===== config.mk =====
export PLATFORM = sky130hd
export DESIGN_NAME = intern_sync_multi_flat
export DESIGN_NICKNAME = d
export VERILOG_FILES = /design/src/rtl/intern_sync_multi_if.sv /design/src/rtl/intern_sync_multi.sv /design/src/flat_wrapper.sv
export SDC_FILE = /design/constraint.sdc
export NUM_CORES = 1
export LEC_CHECK = 0
export ABC_AREA = 0
export CORE_AREA = 2 2 39 41
export DETAILED_ROUTE_END_ITERATION = 10
export DIE_AREA = 0 0 41 43
export PLACE_DENSITY = 0.35
export RECOVER_POWER = 100
export SETUP_SLACK_MARGIN = 0.4
export SLEW_MARGIN = 20
export SYNTH_ARGS = -nofsm -noshare
export SYNTH_HDL_FRONTEND = slang
export SYNTH_SLANG_ARGS = --single-unit

===== constraint.sdc =====
create_clock -name clk -period 0.8 [get_ports clk]
set_clock_uncertainty 0.1 [all_clocks]
set_input_delay 0.12 -clock clk [delete_from_list [all_inputs] [get_ports clk]]
set_output_delay 0.12 -clock clk [all_outputs]
set_load 0.1 [all_outputs]

===== src/rtl/intern_sync_multi_if.sv =====
// Handshake bundle between reconfiguration controller, cores and the
// safe-state synchroniser; one bit per channel on every signal.
interface intern_sync_multi_if #(
  parameter int NUM_CH = 1
);
  logic [NUM_CH-1:0] rc_is_idle;
  logic [NUM_CH-1:0] rc_reqn;
  logic [NUM_CH-1:0] rc_ackn;
  logic [NUM_CH-1:0] rc_quiesce;
  logic [NUM_CH-1:0] rc_timeout;

  modport master (
    output rc_is_idle,
    output rc_reqn,
    input  rc_ackn,
    input  rc_quiesce,
    input  rc_timeout
  );

  modport slave (
    input  rc_is_idle,
    input  rc_reqn,
    output rc_ackn,
    output rc_quiesce,
    output rc_timeout
  );
endinterface


===== src/rtl/intern_sync_multi.sv =====
// Multi-channel reconfiguration safe-state synchroniser (Mealy ack).
// Optional request timeout enabled by INTERN_SYNC_TIMEOUT_EN.
module intern_sync_multi #(
  parameter int NUM_CH      = 1,
  parameter int QUAL_CYC    = 1,
  parameter int TIMEOUT_CYC = 1024,
  parameter int TIMEOUT_W   = 16
) (
  input logic                clk,
  input logic                rst,
  intern_sync_multi_if.slave bus
);
  localparam int QW = $clog2(QUAL_CYC) + 1;
  localparam logic [QW-1:0] QMAX = QW'(QUAL_CYC - 1);

  typedef enum logic [1:0] {
    IDLE = 2'd0,
    REQ  = 2'd1,
    WREL = 2'd2
  } st_e;

  logic [NUM_CH-1:0] ack_v;
  logic [NUM_CH-1:0] qui_v;
  logic [NUM_CH-1:0] tmo_v;

  for (genvar c = 0; c < NUM_CH; c++) begin : g_ch
    st_e           st_q, st_d;
    logic [QW-1:0] qual_q, qual_d;
    logic          reqn, idle;
    logic          ack, tmo, qui;
    logic          tmo_hit;

    assign reqn = bus.rc_reqn[c];
    assign idle = bus.rc_is_idle[c];

`ifdef INTERN_SYNC_TIMEOUT_EN
    localparam logic [TIMEOUT_W-1:0] TMAX =
      TIMEOUT_W'(TIMEOUT_CYC - 1);
    logic [TIMEOUT_W-1:0] tmo_q, tmo_d;

    assign tmo_hit = (tmo_q == TMAX);

    // Counts only REQ cycles that stay in REQ
    always_comb begin
      tmo_d = tmo_q;
      if (st_q == IDLE)
        tmo_d = '0;
      else if (st_q == REQ && st_d == REQ)
        tmo_d = tmo_q + 1'b1;
    end

    always_ff @(posedge clk) begin
      if (rst) tmo_q <= '0;
      else     tmo_q <= tmo_d;
    end
`else
    logic unused_tmo;
    assign unused_tmo = ^TIMEOUT_W'(TIMEOUT_CYC - 1);
    assign tmo_hit    = 1'b0;
`endif

    always_comb begin
      st_d   = st_q;
      qual_d = idle ? qual_q : '0;
      ack    = 1'b0;
      tmo    = 1'b0;
      qui    = 1'b0;
      case (st_q)
        IDLE: begin
          if (!reqn) begin
            st_d   = REQ;
            qual_d = '0;
          end
        end
        REQ: begin
          qui = ~reqn;
          if (idle && qual_q != QMAX)
            qual_d = qual_q + 1'b1;
          // Abort beats ack, ack beats timeout
          if (reqn) begin
            st_d = IDLE;
          end else if (idle && qual_q == QMAX) begin
            ack  = 1'b1;
            st_d = WREL;
          end else if (tmo_hit) begin
            tmo  = 1'b1;
            st_d = WREL;
          end
        end
        WREL: begin
          if (reqn) st_d = IDLE;
        end
        default: st_d = IDLE;
      endcase
    end

    always_ff @(posedge clk) begin
      if (rst) begin
        st_q   <= IDLE;
        qual_q <= '0;
      end else begin
        st_q   <= st_d;
        qual_q <= qual_d;
      end
    end

    assign ack_v[c] = ack;
    assign qui_v[c] = qui;
    assign tmo_v[c] = tmo;
  end

  assign bus.rc_ackn    = ~(ack_v & {NUM_CH{~rst}});
  assign bus.rc_quiesce = qui_v & {NUM_CH{~rst}};
  assign bus.rc_timeout = tmo_v & {NUM_CH{~rst}};
endmodule


===== src/flat_wrapper.sv =====
// flat-port wrapper written by rule: the top's interface ports become plain ports
module intern_sync_multi_flat 
#(
  parameter int NUM_CH      = 1,
  parameter int QUAL_CYC    = 1,
  parameter int TIMEOUT_CYC = 1024,
  parameter int TIMEOUT_W   = 16
)
  (clk, rst, bus_rc_is_idle, bus_rc_reqn, bus_rc_ackn, bus_rc_quiesce, bus_rc_timeout);
  intern_sync_multi_if #(.NUM_CH(NUM_CH)) bus_i ();
  input logic clk;
  input logic rst;
  input wire logic [$bits(bus_i.rc_is_idle)-1:0] bus_rc_is_idle;
  input wire logic [$bits(bus_i.rc_reqn)-1:0] bus_rc_reqn;
  output wire logic [$bits(bus_i.rc_ackn)-1:0] bus_rc_ackn;
  output wire logic [$bits(bus_i.rc_quiesce)-1:0] bus_rc_quiesce;
  output wire logic [$bits(bus_i.rc_timeout)-1:0] bus_rc_timeout;
  assign bus_i.rc_is_idle = bus_rc_is_idle;
  assign bus_i.rc_reqn = bus_rc_reqn;
  assign bus_rc_ackn = bus_i.rc_ackn;
  assign bus_rc_quiesce = bus_i.rc_quiesce;
  assign bus_rc_timeout = bus_i.rc_timeout;
  intern_sync_multi #(.NUM_CH(NUM_CH), .QUAL_CYC(QUAL_CYC), .TIMEOUT_CYC(TIMEOUT_CYC), .TIMEOUT_W(TIMEOUT_W)) u_core (.clk(clk), .rst(rst), .bus(bus_i));
endmodule

After elaboration in Yosys (flattened, before gate mapping)
Index checks and enable logic that the tools add are counted.
- register bits: 3
- bits of input ports: 4
- output and inout bits: 3
- logic and storage cells: 31
- add/sub/neg operators: 1
- equality and inequality tests: 5
- multiplexer cells: 13
- bitwise gates (word level): 6
- reduce and logical (&&, ||, !) cells: 4
- operator list (operator ; number):
    $mux 2 ; 4
    $mux 1 ; 7
    $pmux 2 s3 ; 1
    $ne 2x2->1 const B ; 2
    $not 1->1 ; 4
    $ne 3x2->1 const B ; 1
    $reduce_and 3->1 ; 1
    $and 1x1->1 ; 2
    $eq 2x1->1 const B ; 1
    $eq 2x2->1 const B ; 1
    $logic_and 1x1->1 ; 2
    $logic_not 2->1 ; 1
    $pmux 1 s2 ; 1
    $add 1x1->1 const B ; 1

Depth between registers and ports, before layout
Gate-level depths: netlist of run 1.
- depth in word-level cells: 7
- mapped depth: 2
- gate-level depth less buffers: 2

Worst setup path before layout of run 1
Ideal clock, no wire load.
- kind: register to output
- start point: register u_core.g_ch[0].st_q[0]
- end point: output port bus_rc_ackn
- arrival time: 1.143 ns
- data required time: 0.580 ns
- path slack: -0.563 ns
- cell stages (with the launch flop): 3
- buffers on the path: 0
- cell sequence: dfxtp_1 -> and3b_1 -> nand2_1
- cells in the longest elaborated chain, start to end: 4
- RTL lines (what ; line ; RTL):
    from (decl) ; intern_sync_multi.sv:27 ; st_e st_q, st_d;
    from (signal assigned) ; intern_sync_multi.sv:102 ; st_q <= st_d;
    $eq 2x1->1 ; intern_sync_multi.sv:68 ; case (st_q)
    $mux 1 ; intern_sync_multi.sv:68 ;
    $and 1x1->1 ; intern_sync_multi.sv:112 ; assign bus.rc_ackn = ~(ack_v & {NUM_CH{~rst}});
    $not 1->1 ; intern_sync_multi.sv:112 ;
    to (decl) ; flat_wrapper.sv:15 ; output wire logic [$bits(bus_i.rc_ackn)-1:0] bus_rc_ackn;
Every way passes these cells.

Worst setup path in the final report of run 1
Ends and elaborated chain as after synthesis.

==> flow_results.org, run 1 <==
** Clock network
- Clock-pin slew of the registers on the worst-case setup and hold paths :: ~0.040 ns
- CTS saw 3 sinks.
- Maximum clock path buffer count :: 2
- TritonCTS built the clock tree.
- Buffer type at the clock tree root :: sky130_fd_sc_hd__clkbuf_4
- Counting the buffers created by CTS gives 3.
- The clock reaches the later pin of the worst-skew pair after about 0.23 ns.
- CTS built an H-tree with a depth of 1.

** Global routing
- Pin count of the biggest net entering global routing :: 4
- The number of global-route vias before repair was roughly 180.
- Number of antenna violations at the first check in global routing :: 0
- Global routing used between 5 and 6% of the available tracks across all layers.
- Residual overflow from global routing :: 0
- The first global-routing pass estimated between 600 and 700 um of wire.

** STA
- Worst Setup Slack, final :: -0.463 ns
- Setup repair after global routing missed its margin :: true
- Final setup fails :: 5
- Subtracting the final worst setup slack from the clock period gives around 1.3 ns.
- Of the available clock period, the critical path in the final layout requires 158%.
- For this run, the top clock speed supported by timing is 791 MHz.
- The max-slew violation total from the final report came to 0.
- The hold violation count in the final report was 0.

** Synth
- Yosys cell types :: 13
- The share of the Yosys chip area taken by registers is between 40 and 50%.
- Summing every instance area after synthesis gives 145 um^2.
- The Yosys step of the flow raised 0 warnings.
- Synthesis produced a netlist with a net count of 20.
- The synthesized design spends more area on one cell type than any other, namely sky130_fd_sc_hd__dfxtp_1.
- The synthesized design contains 0 enable-type register cells.
- Counting flops and latches in the post-synthesis netlist gives 3.
- By instance count, the leading cell after synthesis is sky130_fd_sc_hd__dfxtp_1.
- After synthesis, the mean cell area works out to ~9 um^2.
- The commonest cells after synthesis are sky130_fd_sc_hd__dfxtp_1, sky130_fd_sc_hd__nand2_1.
- Async set or reset register ratio after synthesis :: 0%
- Dominant synthesized flop cell :: sky130_fd_sc_hd__dfxtp_1
- Cell count after synthesis :: 16
- Share of Yosys cell area claimed by the top area cell type :: around 41%
- Ranked by total cell area, the synthesized netlist is headed by sky130_fd_sc_hd__dfxtp_1, sky130_fd_sc_hd__nor3_2, sky130_fd_sc_hd__and3b_1.

** Placement
- Post-DP HPWL :: 295 um
- Weighted congestion at the end of routability-driven global placement :: about 0.54
- Prior to clock tree synthesis, the placed netlist has a worst setup slack of -0.572 ns.
- Number of buffers inserted by port buffering :: 5
- Summing all placed instances gives a cell area of 297 um^2.

** Worst setup path
- Data arrival, critical path :: between 1 and 1.5 ns
- By startpoint and endpoint, the worst setup path is classified as flip-flop to primary output.
- STA classifies the critical path endpoint as a primary output.
- Number of cells on the critical path :: 3
- CP peak stage delay :: ~0.34 ns
- CP startpoint kind :: flip-flop
- Counting cells, the worst reg-to-reg path comes to 4.
- Number of buffer and inverter instances along the worst setup path :: 1
- For the worst setup path, the data required time is a little under 0.6 ns.
- The critical path goes through and3b_2 > nand2_4 > buf_12.
- Maximum fanout along the worst path :: 3
- Highest-delay cell along the critical path :: sky130_fd_sc_hd__dfxtp_2
- The cell family contributing the most delay on the critical path is flip-flops.

** Die
- Die area :: around 1800 um^2
- The floorplan step set the die width to 41 um.
- Area of the placeable core :: ~1400 um^2
- Starting density of the core :: 10.5%
- Row generation in the floorplan step produced 14 rows.
- 7 I/O pins were placed.
- Die Ht :: roughly 43 um

** Routing
- Antenna-violating nets left :: 0
- For this block, the routed nets add up to 397 um of wire.
- After the first detailed-routing iteration, the DRC count stood at 3.
- Detailed-route wire length per cell :: 8.45 um
- Total via count after detailed routing :: about 170
- After detailed routing, the number of vias per cell comes to roughly 3.6.
- The first TritonRoute pass finished after 4 iterations.
- After detailed routing, the number of remaining DRC violations is 0.

** Final layout
- Final nets :: 36
- 0 antenna diodes ended up in the layout.
- From synthesis to final layout, the design area changed by 145%.
- Final cell utilization of the core :: 25.7%
- The finished cells cover around 360 um^2.
- Layout cells sized above 1 :: 67.7%

** Power and ir drop
- For this design the ratio of total power to cell area is roughly 1500 nW/um^2.
- In this run the static leakage power is 0.166 nW.
- IR analysis of the VDD net gives a maximum drop of approximately 0.52 mV.

** Status
- Violated checks :: setup timing
- The flow ran to the end, but the final reports show violations.

** Worst hold path
- Number of cells on the worst hold path :: 3
- Hold/Removal Path Class :: primary input to flip-flop

** Run
- Number of max-capacitance violations reported :: 0
-- report_power, final --
| group | internal, mW | switching (mW) | total, mW |
|---|---|---|---|
| registers | 0.156 | 0.00412 | 0.160 |
| logic | 0.0557 | 0.0662 | 0.122 |
| clock network | 0.187 | 0.0813 | 0.268 |
-- registers in the layout, summed over array words and instances, names as in the netlist --
signal	cells
u_core.g_ch.st_q	2
u_core.g_ch.qual_q	1
-- cell type report --
| class | count | area, um^2 |
|---|---|---|
| Timing Repair Buffer | 12 | 134 |
| Inverter | 1 | 3.75 |
| Sequential cell | 3 | 62.6 |
| Fill cell | 156 | 1030 |
| Tap cell | 16 | 20.0 |
| Clock buffer | 4 | 26.3 |
| Multi-Input combinational cell | 11 | 109 |
-- placed cells by master, fill, tap and decap left out --
cell type,netlist,layout
sky130_fd_sc_hd__a211oi_2,0,1
sky130_fd_sc_hd__a21o_1,1,1
sky130_fd_sc_hd__and2_4,0,1
sky130_fd_sc_hd__and3b_2,0,1
sky130_fd_sc_hd__buf_12,0,2
sky130_fd_sc_hd__buf_4,1,3
sky130_fd_sc_hd__buf_6,0,4
sky130_fd_sc_hd__clkbuf_1,0,1
sky130_fd_sc_hd__clkbuf_4,0,3
sky130_fd_sc_hd__conb_1,1,1
sky130_fd_sc_hd__dfxtp_1,3,1
sky130_fd_sc_hd__dfxtp_2,0,2
sky130_fd_sc_hd__dlygate4sd2_1,0,3
sky130_fd_sc_hd__inv_1,1,1
sky130_fd_sc_hd__nand2_1,2,1
sky130_fd_sc_hd__nand2_4,0,1
sky130_fd_sc_hd__nand2b_4,0,1
sky130_fd_sc_hd__nor2b_1,1,1
sky130_fd_sc_hd__nor3_4,0,1
sky130_fd_sc_hd__nor4b_2,0,1
-- cells by family (layout without fill, tap and decap cells) --
group                  after synthesis  count (layout)  synth area share [%]
AND/OR/NAND/NOR                      8               8                  37.9
flip-flops                           3               3                  41.4
AO/OA/AOI/OAI                        2               2                  10.3
buffers and inverters                2              17                  7.76
other                                1               1                  2.58
-- path summary, 6_finish.rpt --
kind                                from                endpoint  slack, ns
hold / removal            bus_rc_is_idle   u_core.g_ch[0].qual_q       0.18
setup / recovery  u_core.g_ch[0].st_q[0]             bus_rc_ackn      -0.46
hold reg to reg    u_core.g_ch[0].qual_q   u_core.g_ch[0].qual_q       0.35
setup reg to reg  u_core.g_ch[0].st_q[1]  u_core.g_ch[0].st_q[1]      -0.25
-- metrics by stage --
step	setup TNS (ns)	std cells	total power, mW	hold slack [ns]
CTS	-1.38	46	0.554	0.182
finish	-1.43	47	0.550	0.184
global route	-1.64	47	0.576	0.197
detailed placement	-2.49	41	0.275	0.348
floorplan	-0.596	16	0.225	0.0846
global placement	-2.53	41	0.274	0.345
-- metal layers --
layer  vias to the layer above  GRT usage (%)  wire (um)
met3                         0           3.14         44
li1                         80              -          -
met4                         0           6.00          0
met5                         -              0          0
met2                         8           7.50        196
met1                        81           6.41        156
-- worst reg2reg max path: stages (launching register included) --
cell and delay (ns):
sky130_fd_sc_hd__dfxtp_2 0.32, sky130_fd_sc_hd__buf_4 0.13, sky130_fd_sc_hd__buf_6 0.10, sky130_fd_sc_hd__nor4b_2 0.15, sky130_fd_sc_hd__a21o_1 0.14
-- timing repair --
item / CTS / global route
hold buffers: 0 / 0
pin swaps: 1 / 3
setup endpoints to repair: 5 / 5
resized for setup: 6 / 2
setup buffers: 1 / 1
cloned: 0 / 0
Power figures use the tool's default switching activity.
==> run 2: changes to the inputs <==
--- a/config.mk
+++ b/config.mk
@@ -16,3 +16,4 @@
 export SYNTH_ARGS = -nofsm -noshare
 export SYNTH_HDL_FRONTEND = slang
 export SYNTH_SLANG_ARGS = --single-unit
+export TNS_END_PERCENT = 50
==> flow_results.org, run 2 (synthesis results as in run 1) <==
** STA
- Count of final hold-check violations :: 0
- Derived from the worst setup path, the maximum achievable clock frequency is around 780 MHz.
- Min cycle time layout :: 1.28 ns
- Adding up every negative setup slack in the final design gives -1.47 ns.
- On the final layout, the worst hold slack is ~0.15 ns.
- Setup violations remaining at the end of the flow were counted as 5.
- Pins Over Slew Limit :: 0
- Worst Setup Slack, final :: -0.483 ns
- Final critical-path share of the clock period :: 160%
- Setup repair after global routing could not meet its margin everywhere.

** Clock network
- Hold repair after CTS inserted 0 buffers.
- Clock-pin slew was measured on the worst setup and hold paths at 0.03 ns.
- Buffer type at the clock tree root :: sky130_fd_sc_hd__clkbuf_4
- The clock passes through at most 2 buffers.
- Insertion delay to the later sink of the worst-skew pair :: between 0.2 and 0.25 ns
- Buffers inserted during clock tree synthesis total 3.
- In this run the number of H-tree levels came out at 1.
- TritonCTS clock tree :: yes
- Number of sinks handled by clock tree synthesis :: 3

** Power and ir drop
- The analysis attributes to cell leakage a power of around 0.17 nW.
- Overall power :: around 0.53 mW
- Peak supply drop :: 0.415 mV
- Dividing total power by cell area gives a power density of between 1500 and 2000 nW/um^2.

** Worst setup path
- Data arrival, critical path :: between 1 and 1.5 ns
- The setup check on the worst reg-to-reg path leaves a slack of -0.24 ns.
- By startpoint and endpoint, the worst setup path is classified as flip-flop to primary output.
- CP startpoint kind :: flip-flop
- Capturing element type of the critical path :: primary output
- At the worst endpoint, the required time is 0.58 ns.
- Of all nets on the critical path, the largest fanout is 3.

** Final layout
- The multi-input combinational cells in the finished layout cover a total of around 95 um^2.
- Summing all flip-flop and latch instances after layout gives ~63 um^2.
- The finished layout holds 48 standard cells, fillers aside.
- The library cells used most frequently in the layout, excluding fill and tap cells, are sky130_fd_sc_hd__buf_4, sky130_fd_sc_hd__clkbuf_4, sky130_fd_sc_hd__buf_12, sky130_fd_sc_hd__dfxtp_2.
- Most frequent standard cell in the layout excluding fill and tap cells :: sky130_fd_sc_hd__buf_4
- Number of filler instances in the final layout :: 155
- Diode insertion count for antenna repair :: 0
- Area growth from synthesis to layout :: 136%
- Final nets :: 37
- In the final layout, the share of cells above drive strength 1 is between 60% and 70%.
- Max FFs per register :: 2
- Register containing the most flip-flops in the final layout :: u_core.g_ch.st_q
- Largest registers :: u_core.g_ch.st_q (2), u_core.g_ch.qual_q (1)

** Routing
- In the final routed layout, each cell accounts on average for roughly 8.6 um.
- The routed layout has between 150 and 200 vias.
- For this run, design rule violations remaining after detail routing come to 0.
- The final layout contains routed wiring with a total length of between 400 and 500 um.
- The first TritonRoute pass finished after 2 iterations.
- Antenna-violating nets left :: 0
- Post-detailed-route via-to-cell ratio :: between 3 and 4
- In this run, the number of DRC markers left after iteration 0 of detailed routing was 1.

** Global routing
- Global-route wire length before repair :: about 610 um
- Residual overflow from global routing :: 0
- Number of antenna violations at the first check in global routing :: 0
- Pin count of the biggest net entering global routing :: 5
- Vias in the first global route :: between 150 and 200
- Total global-route track usage :: 6.13%

** Worst hold path
- Hold/Removal Path Class :: primary input to flip-flop

** Placement
- Once placement completed, the tool counted placed cells totaling between 40 and 50.
- Weighted congestion at the end of routability-driven global placement :: around 0.61
- Once detailed placement completed, the half-perimeter wirelength came to between 300 and 400 um.
- Buffers placed on the I/O ports in this run total 5.

** Die
- Die X-Extent :: 41 um
- The floorplan has 14 rows.
- Die area :: 1760 um^2
- Ports placed on the boundary :: 7
- The core region is ~1400 um^2.
- The initial utilization of the core area, before any placement, comes to 10.5%.
- The floorplan step set the die height to 43 um.

** Status
- The flow ran to the end, but the final reports show violations.
- The final reports fail on setup timing.

** Run
- The tool flagged a number of max-cap violations equal to 0.
[run 2: where the power goes]
part	total [mW]	switching, mW	internal (mW)
clock	0.259	0.0725	0.187
combinational	0.117	0.0624	0.0544
sequential	0.159	0.00406	0.155
total	0.535	0.139	0.396
[run 2: final timing paths]
check | to | from | cells after the start
setup / recovery | bus_rc_ackn | u_core.g_ch[0].st_q[1] | 4
hold / removal | u_core.g_ch[0].qual_q | rst | 3
setup reg to reg | u_core.g_ch[0].st_q[1] | u_core.g_ch[0].st_q[0] | 3
hold reg to reg | u_core.g_ch[0].qual_q | u_core.g_ch[0].qual_q | 2
[run 2: stage by stage]
step / instance area [um^2] / worst slack (ns) / utilization [%]
5_1_grt: 343 / -0.517 / 24.8
3_3_place_gp: 289 / -0.611 / 20.9
4_1_cts: 328 / -0.561 / 23.7
3_5_place_dp: 289 / -0.601 / 20.9
6_report: 343 / -0.483 / 24.8
2_1_floorplan: 161 / -0.290 / -
[run 2: metal layers]
| layer | track usage [%] | up-vias | wire length, um |
|---|---|---|---|
| met3 | 1.57 | 0 | 11 |
| met4 | 10.0 | 0 | 0 |
| met1 | 4.52 | 70 | 153 |
| li1 | - | 82 | - |
| met5 | 0 | - | 0 |
| met2 | 9.06 | 3 | 249 |
[run 2: layout make-up]
cell class	instances	area share [%]
multi-input combinational	11	27.7
inverter	1	1.09
sequential	3	18.2
tap	16	5.84
timing repair buffer	13	39.4
clock buffer	4	7.66
[run 2: worst max-delay path: stages, from the launching register on]
cell,delay (ns)
sky130_fd_sc_hd__dfxtp_2,0.33
sky130_fd_sc_hd__nor3_4,0.15
sky130_fd_sc_hd__buf_4,0.15
sky130_fd_sc_hd__nand2_4,0.05
sky130_fd_sc_hd__buf_12,0.16
[run 2: timing repair]
item / 4_1_cts / 5_1_grt
setup endpoints to repair: 5 / 5
setup buffers: 1 / 1
pin swaps: 1 / 2
gates resized for setup: 3 / 3
==> run 3: changes to the inputs <==
--- a/config.mk
+++ b/config.mk
@@ -6,6 +6,7 @@
 export NUM_CORES = 1
 export LEC_CHECK = 0
 export ABC_AREA = 0
+export ABC_CLOCK_PERIOD_IN_PS = 800
 export CORE_AREA = 2 2 39 41
 export DETAILED_ROUTE_END_ITERATION = 10
 export DIE_AREA = 0 0 41 43
==> results of run 3 <==
Final layout, timing and power as in run 2 (identical DEF).
